[config.mk]
export PLATFORM = sky130hd
export DESIGN_NAME = approx_product_accumulator
export DESIGN_NICKNAME = d
export VERILOG_FILES = /design/src/rtl/approx_mult_pkg.sv /design/src/rtl/sat_add.sv /design/src/rtl/approx_product_accumulator.sv
export SDC_FILE = /design/constraint.sdc
export NUM_CORES = 1
export LEC_CHECK = 0
export ABC_AREA = 1
export CAP_MARGIN = 10
export CORE_UTILIZATION = 35
export DETAILED_ROUTE_END_ITERATION = 7
export PLACE_DENSITY = 0.57
export SETUP_SLACK_MARGIN = 0.02
export SYNTH_ARGS = -nofsm -noshare
export SYNTH_HDL_FRONTEND = slang
export SYNTH_HIERARCHICAL = 1
export SYNTH_SLANG_ARGS = --single-unit
export TNS_END_PERCENT = 5
[constraint.sdc]
create_clock -name clk -period 3.3 [get_ports clk]
set_clock_uncertainty 0.15 [all_clocks]
set_input_delay 0.66 -clock clk [delete_from_list [all_inputs] [get_ports clk]]
set_output_delay 0.66 -clock clk [all_outputs]
set_load 0.02 [all_outputs]
[src/rtl/approx_mult_pkg.sv]
// Shared widths and state encoding for the approximate-multiplier datapath.
package approx_mult_pkg;

  localparam int PROD_W_DEF = 16;
  localparam int ACC_W_DEF  = 24;
  localparam int CNT_W_DEF  = 9;

  typedef enum logic {
    ST_ACC  = 1'b0,
    ST_HOLD = 1'b1
  } acc_state_e;

endpackage

[src/rtl/sat_add.sv]
// Unsigned saturating adder: a + zero-extended b, clamped at all-ones, with overflow flag.
module sat_add #(
  parameter int A_W = 24,
  parameter int B_W = 16
) (
  input  logic [A_W-1:0] a,
  input  logic [B_W-1:0] b,
  output logic [A_W-1:0] sum,
  output logic           ovf
);

  logic [A_W:0] sum_ext;

  always_comb begin
    sum_ext = {1'b0, a} + {{(A_W + 1 - B_W){1'b0}}, b};
    ovf     = sum_ext[A_W];
    sum     = ovf ? {A_W{1'b1}} : sum_ext[A_W-1:0];
  end

endmodule

[src/rtl/approx_product_accumulator.sv]
// Accumulates a vector of approximate products into a saturating sum and presents
// the sum, beat count and saturation flag as one valid/ready result.
module approx_product_accumulator
  import approx_mult_pkg::*;
#(
  parameter int PROD_W = PROD_W_DEF,
  parameter int ACC_W  = ACC_W_DEF,
  parameter int CNT_W  = CNT_W_DEF
) (
  input  logic              clk,
  input  logic              rst_n,
  input  logic              clr,
  input  logic              in_valid,
  output logic              in_ready,
  input  logic [PROD_W-1:0] in_data,
  input  logic              in_last,
  output logic              out_valid,
  input  logic              out_ready,
  output logic [ACC_W-1:0]  out_data,
  output logic [CNT_W-1:0]  out_count,
  output logic              out_sat
);

  if (ACC_W <= PROD_W) begin : g_width_check
    $error("approx_product_accumulator: ACC_W must be greater than PROD_W");
  end

  // Handshakes: a transfer happens on a rising edge where valid and ready are both 1.
  // in_ready depends only on registered state; out_valid/out_data hold until taken.
  acc_state_e       state_q, state_d;
  logic [ACC_W-1:0] acc_q, acc_d;
  logic [CNT_W-1:0] cnt_q, cnt_d;
  logic             sat_q, sat_d;
  logic             out_valid_q, out_valid_d;
  logic [ACC_W-1:0] out_data_q, out_data_d;
  logic [CNT_W-1:0] out_count_q, out_count_d;
  logic             out_sat_q, out_sat_d;

  logic [ACC_W-1:0] sum;
  logic             ovf;
  logic [CNT_W-1:0] cnt_inc;

  sat_add #(
    .A_W (ACC_W),
    .B_W (PROD_W)
  ) u_sat_add (
    .a   (acc_q),
    .b   (in_data),
    .sum (sum),
    .ovf (ovf)
  );

  assign cnt_inc   = (cnt_q == {CNT_W{1'b1}}) ? cnt_q : cnt_q + CNT_W'(1);
  assign in_ready  = (state_q == ST_ACC);
  assign out_valid = out_valid_q;
  assign out_data  = out_data_q;
  assign out_count = out_count_q;
  assign out_sat   = out_sat_q;

  always_comb begin
    state_d     = state_q;
    acc_d       = acc_q;
    cnt_d       = cnt_q;
    sat_d       = sat_q;
    out_valid_d = out_valid_q;
    out_data_d  = out_data_q;
    out_count_d = out_count_q;
    out_sat_d   = out_sat_q;
    case (state_q)
      ST_ACC: begin
        if (clr) begin
          acc_d = '0;
          cnt_d = '0;
          sat_d = 1'b0;
        end else if (in_valid) begin
          if (in_last) begin
            out_data_d  = sum;
            out_count_d = cnt_inc;
            out_sat_d   = sat_q | ovf;
            out_valid_d = 1'b1;
            acc_d       = '0;
            cnt_d       = '0;
            sat_d       = 1'b0;
            state_d     = ST_HOLD;
          end else begin
            acc_d = sum;
            cnt_d = cnt_inc;
            sat_d = sat_q | ovf;
          end
        end
      end
      ST_HOLD: begin
        // clr is deliberately ignored here so a finished result is never lost.
        if (out_ready) begin
          out_valid_d = 1'b0;
          state_d     = ST_ACC;
        end
      end
      default: state_d = ST_ACC;
    endcase
  end

  always_ff @(posedge clk or negedge rst_n) begin
    if (!rst_n) begin
      state_q     <= ST_ACC;
      acc_q       <= '0;
      cnt_q       <= '0;
      sat_q       <= 1'b0;
      out_valid_q <= 1'b0;
      out_data_q  <= '0;
      out_count_q <= '0;
      out_sat_q   <= 1'b0;
    end else begin
      state_q     <= state_d;
      acc_q       <= acc_d;
      cnt_q       <= cnt_d;
      sat_q       <= sat_d;
      out_valid_q <= out_valid_d;
      out_data_q  <= out_data_d;
      out_count_q <= out_count_d;
      out_sat_q   <= out_sat_d;
    end
  end

endmodule

After elaboration in Yosys (flattened, before gate mapping) --
Cells that the tools add are included.
Storage, ports and cells: register bits after elaboration 70, output and inout bits 36, logic and storage cells 43
Operators by class: add/sub/neg operators 2, equal/unequal tests 5, multiplexer cells 21, bitwise operators 3, reduce and logical (&&, ||, !) cells 4
Operators by type and width (count):
- $mux W24 | 4
- $mux W9 | 4
- $add A24 B16 Y25 | 1
- $mux W1 | 11
- $add A9 B1 Y9 const B | 1
- $eq A9 B9 Y1 const B | 1
- $reduce_and A4 Y1 | 2
- $ne A2 B2 Y1 const B | 3
- $pmux W1 S2 | 2
- $ne A2 B1 Y1 const B | 1
- $not A1 Y1 | 2
- $reduce_and A2 Y1 | 1
- $reduce_bool A2 Y1 | 1
- $or A1 B1 Y1 | 1

Longest topological paths before layout --
Gate-level depths: netlist (run 1).
depth in word-level cells 5, gate-level depth with buffers 13, mapped depth without buffers 13

Modules after synthesis --
Netlist (run 1), hierarchy kept.
By module, submodules not included:
- approx_product_accumulator | times used 1, cells an instance 318, area each 2845.2 µm², seq. area each 1751.7 µm²
- sat_add | times used 1, cells an instance 325, area each 1685.4 µm², seq. area each 0.0 µm²

Worst setup path before layout (run 1) --
OpenSTA, ideal clock, no wires.
path kind input to register, start in in_data[0], end reg out_data_q[11], in the netlist out_data[11], arrival time 2166 ps, required time 3019 ps, setup slack 853 ps, stages on the path 13, buffers on the path 1, cell sequence ha_1 fa_1 nand2_1 nand2_1 nand3_2 nand2_2 nand2_4 nand2_4 nand3_4 buf_6 nand3_2 inv_1 o21ai_0
Between the ends: word-level cells in the longest chain between the ends 2
Ends and longest elaborated chain:
- from (decl) | line approx_product_accumulator.sv:15 | input logic [PROD_W-1:0] in_data,
- $add A24 B16 Y25 | line sat_add.sv:15 | sum_ext = {1'b0, a} + {{(A_W + 1 - B_W){1'b0}}, b};
- $mux W24 | line sat_add.sv:17 | sum = ovf ? {A_W{1'b1}} : sum_ext[A_W-1:0];
- net sum[11] | line approx_product_accumulator.sv:39 | logic [ACC_W-1:0] sum;
- to (signal assigned) | line approx_product_accumulator.sv:119 | out_data_q <= out_data_d;
- to (decl) | line approx_product_accumulator.sv:35 | logic [ACC_W-1:0] out_data_q, out_data_d;
The timed path passes the listed nets, and every way through them passes these cells. A chain may end at the register's enable or synchronous reset.

Worst setup path in the final report (run 1) --
start in in_data[0], end reg acc_q[2]
Between the ends: word-level cells in the longest chain between the ends 5
Ends and longest elaborated chain:
- $add A24 B16 Y25 | line sat_add.sv:15
- $mux W24 | line sat_add.sv:17
- net sum[2] | line approx_product_accumulator.sv:39
- $mux W24 | line approx_product_accumulator.sv:76 | if (in_last) begin
- $mux W24 | line approx_product_accumulator.sv:75 | end else if (in_valid) begin
- $mux W24 | line approx_product_accumulator.sv:71 | if (clr) begin
- to (signal assigned) | line approx_product_accumulator.sv:106 | acc_q <= '0;
- to (signal assigned) | line approx_product_accumulator.sv:115 | acc_q <= acc_d;
- to (decl) | line approx_product_accumulator.sv:31 | logic [ACC_W-1:0] acc_q, acc_d;
The timed path passes the listed nets, and every way through them passes these cells. The select of a mux whose other input is x is not followed.

==> results of run 1 <==
==> worst paths after layout <==
check,endpoint,cells past startpoint,from,slack (ns)
max,acc_q[2],13,in_data[0],0.46
min,out_count[6],1,rst_n,0.27
min in group clk,out_valid,2,out_valid,0.33
min reg2reg,out_valid,2,out_valid,0.33
max in group asynchronous,acc_q[21],2,rst_n,2.06
max reg2reg,acc_q[2],12,acc_q[0],0.76
==> power breakdown <==
| part | internal (uW) | switching [uW] | total (uW) | leakage (uW) |
|---|---|---|---|---|
| clock | 668 | 384 | 1050 | 0.000154 |
| sequential | 961 | 63.7 | 1020 | 0.000938 |
| combinational | 332 | 476 | 809 | 0.00178 |
==> stage by stage <==
stage          setup WS [ns]  hold slack [ns]   util  power (uW)
5_1_grt                0.295            0.332  0.446        3070
3_3_place_gp           0.167            0.314  0.421        1850
2_1_floorplan          0.853            0.214      -        1530
3_5_place_dp          0.0792            0.316  0.421        1860
6_report               0.460            0.266  0.446        2880
4_1_cts                0.452            0.287  0.446        2940
==> routing by layer <==
layer,vias to the layer above,part of all wire,track usage
li1,2123,-,-
met1,1881,0.50,0.267
met2,74,0.44,0.287
met3,10,0.046,0.0445
met4,0,0.013,0.0590
met5,-,0,0
==> cells by family (layout without fill, tap and decap cells) <==
logic type,Yosys count,count (layout),synth area share
xor+xnor,7,7,0.0135
buf+inv,112,177,0.0958
simple gates,364,364,0.365
flops,70,70,0.387
compound gates,72,72,0.0881
fa+ha+maj,18,18,0.0514
==> state kept, by name, summed over array words and instances (netlist names) <==
signal     count
out_valid      1
sat_q          1
out_data      24
acc_q         24
out_sat        1
cnt_q          9
state_q        1
out_count      9
==> cell type report <==
type                       count  area [sq um]  share of cell area
sequential                    70          1750               0.311
tap                          172           215              0.0382
inverter                      99           372              0.0660
timing repair buffer          62           628               0.111
clock buffer                  10           229              0.0406
multi-input combinational    461          2340               0.416
clock inverter                 6          93.8              0.0167
==> synth_stat cells <==
cell / count
nor2_4: 3
o21ai_2: 2
nand2_4: 2
nor2_1: 35
or2_2: 1
fa_1: 1
a21oi_4: 2
clkbuf_1: 7
or2_1: 9
and2_4: 1
inv_2: 3
nand3b_1: 2
xor2_1: 7
nor3_1: 3
nor3_2: 2
buf_6: 1
and2_1: 2
nand4_1: 8
nand2_2: 7
o21ai_0: 53
nand3_4: 2
a21o_1: 1
nand2_1: 235
dfrtp_1: 70
nand3_2: 11
inv_1: 96
nor2_2: 3
a31oi_1: 1
nand3_1: 38
a21oi_1: 9
o21ai_1: 2
buf_2: 5
o21bai_1: 2
ha_1: 17
==> worst register-to-register path: stages (launching register included) <==
cell and delay, ns:
dfrtp_1 0.41, ha_1 0.29, fa_1 0.44, nand2_1 0.11, nand2_1 0.09, nand3_2 0.09
nand2_2 0.09, nand2_4 0.11, nand2_4 0.08, nand3_4 0.23, o21ai_0 0.15, inv_1 0.09
o21ai_0 0.09
==> results.json, run 1 <==
{
  "synth_fp_nets": 683,
  "grt_pass1_wl_mm": 19.4,
  "ys_ff_latch": 70,
  "synthCells": 643,
  "cap_viol_max_count": 0,
  "yosysSeqAreaShare": 0.387,
  "grt_max_degree": 37,
  "tns_ns": 0,
  "numCtsBuffers": 9,
  "cts_root_buf": "clkbuf_16",
  "max_freq_mhz": 352,
  "start_util": 0.359,
  "io_buffers": 57,
  "setup_viol": 0,
  "grt_antenna_before_repair": 0,
  "status": "complete, no violations",
  "final_max_slew_viol_count": 0,
  "die_x_microns": 116,
  "worstHoldPathType": "in2async",
  "yosysTopAreaCell": "dfrtp_1",
  "slowest_delay_ns": 0.43,
  "cts_sinks": 70,
  "critPathKind": "in2reg",
  "cts_buffer_depth": 2,
  "tightest_slew_ns": 0.839,
  "syn_to_final_growth_pct": 24.4,
  "cp.required_ns": 3.35,
  "layout_common_cells": "nand2_1 (235), inv_1 (96), dfrtp_1 (70)",
  "num_antenna_cells": 0,
  "globalRouteOverflowTotal": 0,
  "ys_types": 34,
  "critPathLaunchType": "input port",
  "cp_max_fo": 15,
  "cellPowerDensity_nw_per_um2": 512,
  "min_period_over_period": 0.861,
  "yosys-top-cells-area": "dfrtp_1 (39%), nand2_1 (19%), inv_1 (8.0%), o21ai_0 (5.9%), ha_1 (4.7%)",
  "dpl.hpwl_mm": 8.87,
  "drt_wl_total_mm": 11.6,
  "crit_chain": "clkdlybuf4s50_1 > ha_1 > fa_1 > nand2_1 > nand2_1 > nand3_2 > nand2_2 > nand2_4 > nand2_4 > nand3_4 > o21ai_0 > inv_1 > o21ai_0",
  "netlist_area_sq_um": 4530,
  "drive_above_1_share": 0.0847,
  "cts_tree": "built",
  "cts-hold-fix-buffers": 0,
  "placed_area_sq_um": 5310,
  "final_hold_viol_count": 0,
  "syn_area_per_cell_sq_um": 7.05,
  "slew-limit-headroom": 0.441,
  "drtIter0Drc": 267,
  "critPathTopFamily": "simple AND/OR/NAND/NOR gates",
  "dr.pass1.iters": 5,
  "final.min_clock_period_ns": 2.84,
  "p_leak_uw": 0.00287,
  "cts-resized-gates": 0,
  "ant_nets": 0,
  "route.detailed.drc": 0,
  "rows": 41,
  "yosys_warnings": 6,
  "clkTransAtPathRegs_ns": 0.06,
  "routedWlPerCell_microns": 13.2,
  "die_area_sq_um": 13400,
  "finalWeightedCongestion": 0.890,
  "crit_slowest_cell": "fa_1",
  "fin_area_sq_um": 5630,
  "viasPerCell": 4.65,
  "die_y_microns": 116,
  "worstPathArrival_ns": 2.89,
  "grt_usage": 0.190,
  "fill_cells": 1367,
  "grt_pass1_vias": 3917,
  "rsz0062_at_grt": "no",
  "layout_commonest_cell": "nand2_1",
  "dp_cells": 864,
  "h-tree-depth": 3,
  "cts_setup_buffers": 0,
  "worstSkewPairLatency_ns": 0.34,
  "finalNonFillerCells": 880,
  "irDropWorstVdd_mv": 0.264,
  "vias": 4088,
  "core_sq_um": 12600,
  "nNetsFinal": 743,
  "crit_buf_inv": 2,
  "yosys.area.top_type_share": 0.387,
  "cp-end-kind": "flop",
  "ioPinCount": 58
}
Note: power is estimated with default switching activity, not from simulation.
==> inputs of run 2 (changes only) <==
GPL_TIMING_DRIVEN = 0   (was not set)
==> results.json, run 2 (synthesized netlist as in run 1, its figures left out) <==
{
  "viasPerCell": 4.66,
  "cts_buffer_depth": 2,
  "cts_sinks": 70,
  "dpl.hpwl_mm": 9.32,
  "nNetsFinal": 751,
  "tightest_slew_ns": 0.905,
  "ff2ff_path_depth": 13,
  "io_buffers": 57,
  "final_max_slew_viol_count": 0,
  "postLayoutSetupSlackWorst_ns": 0.436,
  "cts-hold-fix-buffers": 0,
  "grt_max_degree": 71,
  "routedWlPerCell_microns": 13.6,
  "grt_pass1_vias": 3927,
  "cp-end-kind": "flop",
  "die_x_microns": 116,
  "regToRegEndpoint": "out_data[10]",
  "dr.pass1.iters": 4,
  "r2r_setup_slack_ns": 0.74,
  "finalWeightedCongestion": 0.873,
  "cap_viol_max_count": 0,
  "irDropWorstVdd_mv": 0.255,
  "numCtsBuffers": 9,
  "vias": 4136,
  "cts-resized-gates": 0,
  "start_util": 0.359,
  "final_core_util": 0.444,
  "final.min_clock_period_ns": 2.86,
  "globalRouteOverflowTotal": 0,
  "drive_above_1_share": 0.0866,
  "dp_slack_ns": 0.0520,
  "placed_area_sq_um": 5310,
  "fill_cells": 1356,
  "final_hold_viol_count": 0,
  "cp.required_ns": 3.36,
  "rows": 41,
  "ioPinCount": 58,
  "syn_to_final_growth_pct": 23.6,
  "num_antenna_cells": 0,
  "status": "complete, no violations",
  "max_freq_mhz": 349,
  "worstSkewPairLatency_ns": 0.35,
  "setup_viol": 0,
  "worstHoldPathType": "in2async",
  "core_sq_um": 12600,
  "layout_common_cells": "nand2_1 (235), inv_1 (96), dfrtp_1 (70)",
  "cp_max_fo": 10,
  "drtIter0Drc": 272,
  "drt_wl_total_mm": 12.1,
  "h-tree-depth": 3,
  "layout_commonest_cell": "nand2_1",
  "cts_tree": "built",
  "die_y_microns": 116,
  "cellPowerDensity_nw_per_um2": 494,
  "clkTransAtPathRegs_ns": 0.06,
  "timing.rr.start": "acc_q[0]",
  "fin_area_sq_um": 5600,
  "critPathLaunchType": "input port",
  "min_period_over_period": 0.868,
  "die_area_sq_um": 13400,
  "cts_root_buf": "clkbuf_16",
  "route.detailed.drc": 0,
  "grt_usage": 0.194,
  "slew-limit-headroom": 0.397,
  "cts_setup_buffers": 0,
  "grt_pass1_wl_mm": 19.6,
  "grt_antenna_before_repair": 0,
  "p_leak_uw": 0.00285,
  "ant_nets": 0,
  "critPathKind": "in2reg",
  "rsz0062_at_grt": "no",
  "worstPathArrival_ns": 2.93
}
==> run 2: area by class of cell <==
cell class | count | area (sq um) | share of cell area
Multi-Input combinational cell | 461 | 2340 | 0.419
Sequential cell | 70 | 1750 | 0.313
Timing Repair Buffer | 57 | 568 | 0.101
Inverter | 99 | 372 | 0.0664
Clock buffer | 10 | 239 | 0.0427
Tap cell | 172 | 215 | 0.0384
Buffer | 13 | 62.6 | 0.0112
Clock inverter | 6 | 45.0 | 0.00805
==> run 2: layer usage <==
layer,up-vias,track usage,routed length [microns]
li1,2148,-,-
met1,1898,0.270,5970
met2,75,0.292,5220
met3,15,0.0450,631
met4,0,0.0709,234
met5,-,0,0
==> run 2: how the worst max path moves through the flow <==
stage | from | endpoint
2_1_floorplan | in_data[0] | out_data[11]
3_3_place_gp | rst_n | acc_q[21]
4_1_cts | in_data[0] | out_data[10]
3_5_place_dp | in_data[0] | out_data[10]
6_report | in_data[0] | out_data[10]
5_1_grt | in_data[0] | out_data[9]
==> run 2: per-stage QoR <==
stage | hold slack [ns] | TNS [ns] | std cells | total power [uW]
after floorplan | 0.214 | 0 | 643 | 1530
after global placement | 0.315 | -72.90 | 872 | 1840
after detailed placement | 0.314 | 0 | 872 | 1860
after CTS | 0.331 | 0 | 888 | 2800
after global routing | 0.352 | 0 | 888 | 2930
final | 0.293 | 0 | 888 | 2770
==> run 2: where the power goes <==
part           switching (uW)  total [uW]  internal [uW]
Clock                     399         930            531
Sequential               63.2        1020            960
Combinational             482         812            330
Total                     944        2770           1820
==> run 2: worst max-delay path: stages <==
cell and delay (ns):
clkdlybuf4s50_1 0.40, ha_1 0.25, fa_1 0.46, nand2_1 0.12, nand2_1 0.10, nand3_2 0.09
nand2_2 0.08, nand2_4 0.12, nand2_4 0.08, nand3_4 0.10, buf_6 0.20, nand3_2 0.08
inv_1 0.08, o21ai_0 0.09
==> inputs of run 3 (changes only) <==
--- a/config.mk
+++ b/config.mk
@@ -12,2 +12,3 @@
 export GPL_TIMING_DRIVEN = 0
+export MAX_ROUTING_LAYER = met4
 export PLACE_DENSITY = 0.57
--- a/constraint.sdc
+++ b/constraint.sdc
@@ -4,2 +4,2 @@
 set_output_delay 0.66 -clock clk [all_outputs]
-set_load 0.02 [all_outputs]
+set_load 0.005 [all_outputs]
==> results.json, run 3 (synthesized netlist as in run 1, its figures left out) <==
{
  "ant_nets": 0,
  "power.internal_uw": 1960,
  "dp_slack_ns": 0.0466,
  "worstSkewPairLatency_ns": 0.34,
  "syn_to_final_growth_pct": 25.2,
  "final.min_clock_period_ns": 2.88,
  "cp-end-kind": "flop",
  "worstPathArrival_ns": 2.93,
  "rows": 41,
  "cts_root_buf": "clkbuf_16",
  "cts_tree": "built",
  "finalNonFillerCells": 890,
  "power_frac_clock": 0.376,
  "rsz0062_at_grt": "no",
  "die_y_microns": 116,
  "start_util": 0.359,
  "max_freq_mhz": 347,
  "grt_max_degree": 62,
  "postLayoutSetupSlackWorst_ns": 0.421,
  "ioPinCount": 58,
  "min_period_over_period": 0.872,
  "cts_sinks": 70,
  "status": "complete, no violations",
  "final_core_util": 0.450,
  "final_hold_viol_count": 0,
  "finalWeightedCongestion": 0.883,
  "grt_pass1_wl_mm": 20.3,
  "drt_wl_total_mm": 12.3,
  "swShare": 0.303,
  "slowest_delay_ns": 0.45,
  "cts-resized-gates": 0,
  "drive_above_1_share": 0.0877,
  "dr.pass1.iters": 7,
  "worstHoldPathType": "reg2reg",
  "cp_max_fo": 10,
  "crit_chain": "clkdlybuf4s50_1 > ha_1 > fa_1 > nand2_1 > nand2_1 > nand3_2 > nand2_2 > nand2_4 > nand2_4 > nand3_4 > buf_6 > nand3_2 > inv_1 > o21ai_0",
  "globalRouteOverflowTotal": 0,
  "layout_commonest_cell": "nand2_1",
  "grt_antenna_before_repair": 0,
  "comb_power_share": 0.260,
  "fill_cells": 1307,
  "p_seq_frac": 0.365,
  "cts_setup_buffers": 0,
  "cap_viol_max_count": 0,
  "p_leak_uw": 0.00290,
  "viasPerCell": 4.71,
  "num_antenna_cells": 0,
  "vias": 4189,
  "grt_usage": 0.206,
  "power.total_uw": 2810,
  "io_buffers": 57,
  "h-tree-depth": 3,
  "clkTransAtPathRegs_ns": 0.06,
  "p_sw_uw": 850,
  "nNetsFinal": 753,
  "cts_buffer_depth": 2,
  "layout_common_cells": "nand2_1 (235), inv_1 (96), dfrtp_1 (70)",
  "setup_viol": 0,
  "critPathKind": "in2reg",
  "dp_cells": 873,
  "route.detailed.drc": 0,
  "grt_pass1_vias": 4016,
  "core_sq_um": 12600,
  "drtIter0Drc": 232,
  "final_max_slew_viol_count": 0,
  "slew-limit-headroom": 0.537,
  "cellPowerDensity_nw_per_um2": 495,
  "dpl.hpwl_mm": 9.51,
  "die_area_sq_um": 13400,
  "tightest_slew_ns": 0.694,
  "crit_slowest_cell": "fa_1",
  "die_x_microns": 116,
  "irDropWorstVdd_mv": 0.194,
  "critPathLaunchType": "input port",
  "numCtsBuffers": 9,
  "cp.required_ns": 3.35,
  "routedWlPerCell_microns": 13.8
}
[run 3: changes by cell type in the layout (fill, tap and decap cells not counted), sizes merged]
cell	change
dlygate4sd3	+1
buf	+1
clkinv	+2
bufinv	+2
clkbuf	-1
clkinvlp	-3
[run 3: metal layers]
metal | GRT usage | wire length (microns) | vias to the layer above
met4 | 0.0573 | 106 | 0
met2 | 0.304 | 5430 | 80
met5 | - | 0 | -
met1 | 0.287 | 6350 | 1956
li1 | - | - | 2144
met3 | 0.0397 | 401 | 9
[run 3: power by group through the flow]
stage	clock network [uW]	logic [uW]	registers, uW
6_report	1050	728	1020
5_1_grt	1120	831	1030
4_1_cts	1080	735	1030
3_5_place_dp	0	731	1040
3_3_place_gp	0	721	1040
2_1_floorplan	0	408	1030
[run 3: critical path, delay by kind of cell]
kind / cells / cell delay, ns
AO/OA/AOI/OAI: 1 / 0.08
adder cells (fa/ha/maj): 2 / 0.70
buffers and inverters: 3 / 0.68
AND/OR/NAND/NOR: 8 / 0.79
[run 3: worst paths after layout]
| check | cells after the start | endpoint | startpoint | slack, ns |
|---|---|---|---|---|
| max in group asynchronous | 3 | out_data[22] | rst_n | 1.91 |
| min in group asynchronous | 2 | out_count[4] | rst_n | 0.55 |
| worst min-delay path | 2 | out_data[23] | out_data[23] | 0.33 |
| worst min register to register | 2 | out_data[23] | out_data[23] | 0.33 |
| worst max register to register | 13 | out_data[18] | acc_q[0] | 0.74 |
| worst max-delay path | 14 | out_data[18] | in_data[0] | 0.42 |
[run 3: final cells by class]
cell class	instances	area (sq um)	area share
Sequential cell	70	1750	0.309
Tap cell	172	215	0.0379
Buffer	13	62.6	0.0110
Clock inverter	7	96.3	0.0170
Clock buffer	9	225	0.0397
Multi-Input combinational cell	461	2340	0.413
Inverter	99	372	0.0655
Timing Repair Buffer	59	606	0.107
[run 3: timing repair]
item                                   4_1_cts  5_1_grt
setup endpoints to repair                    0        0
hold buffers                                 1        0
endpoints found under the hold margin        9        0
[run 3: through the flow]
step           hold slack [ns]  TNS, ns  area [sq um]
2_1_floorplan            0.214        0          4530
5_1_grt                  0.354        0          5670
3_3_place_gp             0.316   -76.84          5320
3_5_place_dp             0.319        0          5340
4_1_cts                  0.336        0          5670
6_report                 0.333        0          5670
